## config.mk

```make
export PLATFORM = sky130hd
export DESIGN_NAME = shifter_unit
export DESIGN_NICKNAME = d
export VERILOG_FILES = /design/src/rtl/shifter_unit.sv
export SDC_FILE = /design/constraint.sdc
export NUM_CORES = 1
export LEC_CHECK = 0
export CORE_ASPECT_RATIO = 1.25
export CORE_MARGIN = 4
export CORE_UTILIZATION = 47
export DETAILED_ROUTE_END_ITERATION = 12
export PLACE_DENSITY = 0.84
export SYNTH_ARGS = -nofsm -noshare
export SYNTH_HDL_FRONTEND = slang
export SYNTH_SLANG_ARGS = --single-unit
```

## constraint.sdc

```tcl
create_clock -name clk_i -period 2.35 [get_ports clk_i]
set_input_delay 0.47 -clock clk_i [delete_from_list [all_inputs] [get_ports clk_i]]
set_output_delay 0.47 -clock clk_i [all_outputs]
set_load 0.02 [all_outputs]
```

## src/rtl/shifter_unit.sv

```systemverilog
`default_nettype none
// ============================================================================
// Module   : shifter_unit
// Purpose  : Registered single-bit shifter for the B operand ahead of the ALU.
//            Applies pass / LSL1 / LSR1 / ASR1 to a WIDTH-bit operand and
//            registers the result with a valid flag and status bits.
//            Latency is one clock, throughput one operation per clock.
// Ports    : clk_i        rising-edge clock
//            rst_ni       synchronous active-low reset
//            in_valid_i   qualifies in_i / shift_i this cycle
//            in_i         operand to shift (WIDTH bits)
//            shift_i      operation select (matches instruction shift field)
//            sout_o       registered shifted result
//            out_valid_o  sout_o / flags hold a new result this cycle
//            shout_o      registered bit shifted out (0 for pass-through)
//            zero_o       registered flag: sout_o == 0
//            neg_o        registered flag: sout_o[WIDTH-1]
// Revision : 1.0 - initial release
// ============================================================================
module shifter_unit #(
  parameter int WIDTH = 16
) (
  input  logic             clk_i,
  input  logic             rst_ni,
  input  logic             in_valid_i,
  input  logic [WIDTH-1:0] in_i,
  input  logic [1:0]       shift_i,
  output logic [WIDTH-1:0] sout_o,
  output logic             out_valid_o,
  output logic             shout_o,
  output logic             zero_o,
  output logic             neg_o
);

  localparam logic [1:0] C_OP_PASS = 2'b00;
  localparam logic [1:0] C_OP_LSL  = 2'b01;
  localparam logic [1:0] C_OP_LSR  = 2'b10;
  localparam logic [1:0] C_OP_ASR  = 2'b11;

  logic [WIDTH-1:0] res_d;
  logic             shout_d;

  logic [WIDTH-1:0] sout_q;
  logic             valid_q;
  logic             shout_q;
  logic             zero_q;
  logic             neg_q;

  // Shift decode; the default arm keeps the case full so no latch appears
  // even when shift_i carries unknowns.
  always_comb begin
    res_d   = in_i;
    shout_d = 1'b0;
    case (shift_i)
      C_OP_PASS: begin
        res_d   = in_i;
        shout_d = 1'b0;
      end
      C_OP_LSL: begin
        res_d   = {in_i[WIDTH-2:0], 1'b0};
        shout_d = in_i[WIDTH-1];
      end
      C_OP_LSR: begin
        res_d   = {1'b0, in_i[WIDTH-1:1]};
        shout_d = in_i[0];
      end
      C_OP_ASR: begin
        res_d   = {in_i[WIDTH-1], in_i[WIDTH-1:1]};
        shout_d = in_i[0];
      end
      default: begin
        res_d   = in_i;
        shout_d = 1'b0;
      end
    endcase
  end

  // Reset takes priority over an accepted operation in the same cycle, so a
  // result presented alongside reset is dropped. Without in_valid_i the data
  // and flags hold and only the valid flag drops.
  always_ff @(posedge clk_i) begin
    if (!rst_ni) begin
      sout_q  <= '0;
      valid_q <= 1'b0;
      shout_q <= 1'b0;
      zero_q  <= 1'b1;
      neg_q   <= 1'b0;
    end else if (in_valid_i) begin
      sout_q  <= res_d;
      valid_q <= 1'b1;
      shout_q <= shout_d;
      zero_q  <= (res_d == '0);
      neg_q   <= res_d[WIDTH-1];
    end else begin
      valid_q <= 1'b0;
    end
  end

  assign sout_o      = sout_q;
  assign out_valid_o = valid_q;
  assign shout_o     = shout_q;
  assign zero_o      = zero_q;
  assign neg_o       = neg_q;

endmodule
`default_nettype wire

```

---- Word-level counts from Yosys, hierarchy flattened ----
Index checks and enable logic that the tools add are counted.
operators by class
  eq/ne operators ......................... 3
  multiplexer cells ....................... 3
  reductions and logical operators ........ 3
operators with widths
  operator                                                               number
  16-bit one-hot mux with 4 select lines                                 1
  16-bit logical NOT                                                     1
  2-bit equality test, second input constant                             2
  1-bit one-hot mux with 3 select lines                                  1
  2-bit by 1-bit equality test with 1-bit output, second input constant  1
  2-bit logical NOT                                                      1
  2-bit OR reduction                                                     1
  1-bit two-way mux                                                      1
word-level totals
  flip-flop bits (word level) ............. 20
  bits of input ports ..................... 21
  output and inout bits ................... 20
  logic and storage cells ................. 14

---- Depth between registers and ports, before layout ----
Gate-level depths: netlist of run 1.
  depth in word-level cells ............... 3
  mapped depth ............................ 7
  depth with buffers taken out ............ 5

---- Worst setup path before layout of run 1 ----
No wires, ideal clock.
  path kind ............................... input to register
  start ................................... input port shift_i[1]
  end ..................................... register zero_q (netlist: zero_o)
  library setup time ...................... 60 ps
  data arrival time ....................... 1424 ps
  data required time ...................... 2290 ps
  setup slack ............................. 867 ps
  cell stages on the path ................. 6
  buffers on the path ..................... 1
  path through ............................ buf_6 > mux2_4 > a22o_1 > nor4_2 > nand4_1 > nand2_1
between the ends
  longest elaborated chain between the ends .. 3
  elaborated cells on any way between the ends .. 6
  classes of those cells .................. eq/ne (3); mux (1); reduce/logical (2)
RTL lines
  element                                            RTL line  text
  from (decl)                                        27        input logic [1:0] shift_i,
  2-bit equality test, or another cell as far along  54        case (shift_i)
  16-bit one-hot mux with 4 select lines (*)         54
  16-bit logical NOT (*)                             92        zero_q <= (res_d == '0);
  to (signal assigned)                               92
  to (decl)                                          46        logic zero_q;
Every way passes the cells marked *; elsewhere a longest branch is shown, timed or not.
A chain may end at the register's enable or synchronous reset.

---- Worst setup path in the final report of run 1 ----
Same ends and word-level chain as after synthesis.

==> impl_metrics.tcl, run 1 <==
set metrics [dict create \
    grt_pass1_wl_mm 4.80 \
    ctsHoldBuffers 0 \
    max_freq_ghz 0.560 \
    drc 0 \
    hold_viol_final 0 \
    nNetsFinal 190 \
    p_int_w 0.000529 \
    synth_area_um2 1130 \
    synth_warnings 0 \
    n_antenna_cell 0 \
    clkTransAtPathRegs_ns 0.11 \
    ys_seq_area_frac 0.337 \
    core_area_um2 2230 \
    cts_buffers 3 \
    ff2ff_path_depth 2 \
    regArea_um2 380 \
    grt_use_met2 0.307 \
    endpoint_kind "flop" \
    cts_resized 0 \
    multiInputGateArea_um2 683 \
    cts_setup_buffers 0 \
    hold_depth 2 \
    maxSlewViolCount 0 \
    synth-seq-cells 19 \
    skew_ns 0 \
    synth_nets 150 \
    hp-class "flop to flop" \
    synth_cells 129 \
    num_io_pins 41 \
    final_cell_mix "clkdlybuf4s50_1 (40), mux2i_1 (24), dfxtp_1 (19), nand2_1 (17), nor2b_1 (13)" \
    start_util 0.505 \
    drtIter0Drc 31 \
    seqPwrFrac 0.468 \
    ys_types 30 \
    post-route-period-util 0.760 \
    path_class "input port to flop" \
    first_global_vias 1055 \
    swShare 0.302 \
    rsz0062_at_grt "no" \
    switchingPower_w 0.000229 \
    max_stage_delay_ns 0.48 \
    die_x_um 51.8 \
    antenna_left 0 \
    cts_tree "built" \
    period_minus_slack_ns 1.79 \
    startpoint_type "input port" \
    slowest_stage "clkdlybuf4s50_1" \
    timing.slew.headroom 0.656 \
    clkSinkCount 19 \
    worst-path-stages 6 \
    fin_cells 199 \
    vias 1075 \
    syn2layout_area_growth_pct 39.6 \
    pwr_density_cell_nw_per_um2 481 \
    overflow 0 \
    worstPathMaxFanout 18 \
    met3_usage 0.0453 \
    firstDrtPassIters 4 \
    hpwlAfterDp_mm 2.16 \
    leakage_nw 0.665 \
    path_cells "clkdlybuf4s50_1 -> buf_4 -> a221o_1 -> nor4_1 -> nand4_1 -> nand2_1" \
    drive_gt1_frac 0.0774 \
    tns_ns 0 \
    power_frac_comb 0.314 \
    syn_avg_cell_area_um2 8.75 \
    routed_via_density 5.40 \
    grt_busiest_layer "met2" \
    use_met1 0.237 \
    fillers 204 \
    crit_family "buffers and inverters" \
    worst_pin_slew_ns 0.514 \
    insertion_delay_ns 0.29 \
    grt_antenna_before_repair 0 \
    outcome "finished, final reports clean" \
    grt_max_degree 20 \
    die-area_um2 3250 \
    grt_usage 0.188 \
    layout_commonest_cell "clkdlybuf4s50_1" \
    routabilityCongestion 0.869 \
    die_h_um 62.8 \
    cts_buffer_depth 2 \
    root_buffer "clkbuf_4" \
    htree_levels 1 \
    setup-violations-final 0 \
    drt_wl_total_mm 2.78 \
    io_buffers 40 \
    worst_ep_arrival_time_ns 2.03 \
    required_ns 2.59 \
    ir_drop_mv 0.441 \
    pwr-share-clk 0.218 \
    cap_viol_max_count 0 \
    dpl.cell_count 195 \
    wl_per_cell_um 14.0 \
    rows 19 \
    critical_path_buf_inv_count 2 \
]
-- layer usage --
metal	share of wire	vias to the layer above
met3	0.081	2
met1	0.41	494
met4	0.0072	0
met5	0	-
li1	-	534
met2	0.50	45
-- cell type report --
cell class | instances | share of cell area
Clock inverter | 1 | 0.00318
Tap cell | 31 | 0.0246
Inverter | 2 | 0.00477
Clock buffer | 3 | 0.0143
Timing Repair Buffer | 45 | 0.278
Multi-Input combinational cell | 98 | 0.434
Sequential cell | 19 | 0.241
-- logic make-up after synthesis --
group | share of synthesized area
buffers and inverters | 0.0576
AND/OR/NAND/NOR | 0.204
AO/OA/AOI/OAI | 0.165
multiplexers | 0.236
flip-flops | 0.337
-- cells in the mapped netlist (all sizes together) --
| master | n | share of area |
|---|---|---|
| or2 | 1 | 0.0055 |
| nor3 | 3 | 0.013 |
| nand2 | 17 | 0.057 |
| nor2b | 13 | 0.072 |
| a21boi | 3 | 0.020 |
| and2 | 1 | 0.0055 |
| nor4 | 2 | 0.017 |
| mux2i | 24 | 0.21 |
| o41ai | 2 | 0.016 |
| a21oi | 1 | 0.0044 |
| o211a | 3 | 0.027 |
| a221o | 1 | 0.0089 |
| clkbuf | 3 | 0.010 |
| nand2b | 2 | 0.011 |
| nor2 | 2 | 0.0067 |
| nand4 | 1 | 0.0055 |
| nand3 | 1 | 0.0044 |
| o21ai | 14 | 0.062 |
| o211ai | 3 | 0.020 |
| a22o | 1 | 0.0078 |
| dfxtp | 19 | 0.34 |
| buf | 7 | 0.041 |
| inv | 2 | 0.0067 |
| nor3b | 1 | 0.0067 |
| mux2 | 2 | 0.023 |
-- state kept, by name, summed over array words and instances, names as in the netlist --
name	flops
shout_o	1
out_valid_o	1
zero_o	1
neg_o	1
sout_o	15
-- worst min-delay path, cell delays in order (launching register included) --
cell and delay (ns):
dfxtp_1 0.33, nand2_1 0.05, a21boi_0 0.07
-- path summary, 6_finish.rpt --
check	from	end	slack, ns
min reg2reg	sout_o[7]	sout_o[7]	0.48
max	shift_i[1]	zero_o	0.56
max reg2reg	neg_o	neg_o	1.52
min	sout_o[7]	sout_o[7]	0.48
-- power groups by stage --
stage               Clock [W]  Sequential (W)  Combinational, W
global placement            0        0.000361          0.000234
floorplan                   0        0.000388          0.000103
finish               0.000165        0.000355          0.000238
CTS                  0.000170        0.000355          0.000239
global route         0.000188        0.000358          0.000258
detailed placement          0        0.000362          0.000238
-- metrics by stage --
stage	hold slack, ns	total power [W]	area [um2]	setup WS [ns]	util
after floorplan	0.536	0.000491	1130	0.867	-
after global placement	0.460	0.000595	1550	0.327	0.693
after detailed placement	0.466	0.000600	1550	0.270	0.693
after CTS	0.491	0.000765	1580	0.565	0.705
after global routing	0.524	0.000804	1580	0.447	0.705
final	0.484	0.000758	1580	0.565	0.705
Note: power is estimated with default switching activity, not from simulation.
==> run 2, diff against run 1 <==
CORE_UTILIZATION = 44   (was 47)
PLACE_DENSITY = 0.79   (was 0.84)
clock period = 1.65 ns   (was 2.35 ns; I/O delays follow)
==> impl_metrics.tcl, run 2 (synthesis results as in run 1) <==
set metrics [dict create \
    root_buffer "clkbuf_4" \
    path_class "flop to output port" \
    maxSlewViolCount 0 \
    cts_buffer_depth 2 \
    setup-violations-final 0 \
    routed_via_density 5.20 \
    leakage_nw 0.816 \
    seqPwrFrac 0.452 \
    skew_ns 0 \
    p_int_w 0.000788 \
    swShare 0.295 \
    pwr_density_cell_nw_per_um2 644 \
    io_buffers 40 \
    drtIter0Drc 18 \
    ir_drop_mv 0.507 \
    vias 1143 \
    period_minus_slack_ns 1.60 \
    routabilityCongestion 0.895 \
    final_cell_mix "clkdlybuf4s50_1 (34), mux2i_1 (24), buf_4 (24), dfxtp_1 (19), nand2_1 (17)" \
    post-route-period-util 0.967 \
    max_freq_ghz 0.626 \
    largest_reg_flops 15 \
    fillers 219 \
    hp-class "flop to flop" \
    hpwlAfterDp_mm 2.50 \
    nNetsFinal 209 \
    ctsHoldBuffers 0 \
    hold_depth 2 \
    timing.slew.headroom 0.736 \
    clkTransAtPathRegs_ns 0.10 \
    cts_tree "built" \
    wl_per_cell_um 14.2 \
    worst-path-stages 1 \
    startpoint_type "flop" \
    insertion_delay_ns 0.29 \
    die_x_um 53.3 \
    die-area_um2 3440 \
    outcome "finished, final reports clean" \
    htree_levels 1 \
    rows 20 \
    worst_slack_ns 0.0538 \
    grt_max_degree 20 \
    drive_gt1_frac 0.171 \
    num_io_pins 41 \
    cts_buffers 3 \
    dpl.cell_count 216 \
    worst_ep_arrival_time_ns 1.27 \
    pwr-share-clk 0.205 \
    n_antenna_cell 0 \
    fin_cells 220 \
    endpoint_kind "output port" \
    drc 0 \
    utilization 0.708 \
    critical_path_buf_inv_count 1 \
    pre_cts_ws_ns -0.316 \
    drt_wl_total_mm 3.12 \
    die_h_um 64.6 \
    firstDrtPassIters 4 \
    grt_pass1_wl_mm 5.40 \
    clkSinkCount 19 \
    hold_viol_final 0 \
    overflow 0 \
    slowest_stage "clkdlybuf4s50_1" \
    power_frac_comb 0.343 \
    worstPathMaxFanout 2 \
    max_stage_delay_ns 0.61 \
    worst_pin_slew_ns 0.392 \
    syn2layout_area_growth_pct 53.9 \
    grt_antenna_before_repair 0 \
    grt_usage 0.204 \
    ff2ff_path_depth 2 \
    cap_viol_max_count 0 \
    crit_family "buffers and inverters" \
    rsz0062_at_grt "no" \
    core_area_um2 2450 \
    required_ns 1.32 \
    first_global_vias 1168 \
    path_cells "clkdlybuf4s50_1" \
    switchingPower_w 0.000330 \
    start_util 0.460 \
    layout_commonest_cell "clkdlybuf4s50_1" \
    antenna_left 0 \
]
[run 2: worst paths after layout]
| path | slack [ns] | from | end |
|---|---|---|---|
| worst max-delay path | 0.05 | sout_o[0] | sout_o[0] |
| worst min-delay path | 0.49 | sout_o[7] | sout_o[7] |
| worst max register to register | 0.83 | neg_o | neg_o |
| worst min register to register | 0.49 | sout_o[7] | sout_o[7] |
[run 2: area by class of cell]
cell class	instances	area, um2	share of cell area
timing repair buffer	64	592	0.341
multi-input combinational	98	689	0.397
sequential	19	380	0.219
inverter	2	7.51	0.00432
tap	33	41.3	0.0238
clock buffer	4	26.3	0.0151
[run 2: repair_timing]
item	4_1_cts	5_1_grt
buffers inserted	0	0
setup endpoints to repair	1	5
hold endpoints to repair	0	0
gates resized for setup	1	6
[run 2: power by group through the flow]
stage	Combinational [W]	Sequential, W	Clock, W
finish	0.000384	0.000505	0.000229
global route	0.000416	0.000510	0.000262
CTS	0.000384	0.000506	0.000239
detailed placement	0.000383	0.000516	0
global placement	0.000375	0.000515	0
floorplan	0.000146	0.000553	0
[run 2: stage by stage]
stage	TNS [ns]	hold WS [ns]	instance area, um2	total power [W]
finish	0	0.489	1740	0.00112
global route	0	0.530	1740	0.00119
CTS	0	0.488	1720	0.00113
detailed placement	-2.96	0.470	1690	0.000899
global placement	-1.89	0.457	1690	0.000890
floorplan	0	0.458	1130	0.000699
[run 2: metal layers]
layer | track usage | part of all wire | vias to the layer above | wire (um)
met5 | 0 | 0 | - | 0
met2 | 0.337 | 0.50 | 19 | 1570
met4 | 0.0383 | 0 | 0 | 0
li1 | - | - | 570 | -
met1 | 0.275 | 0.46 | 554 | 1450
met3 | 0.0322 | 0.032 | 0 | 101
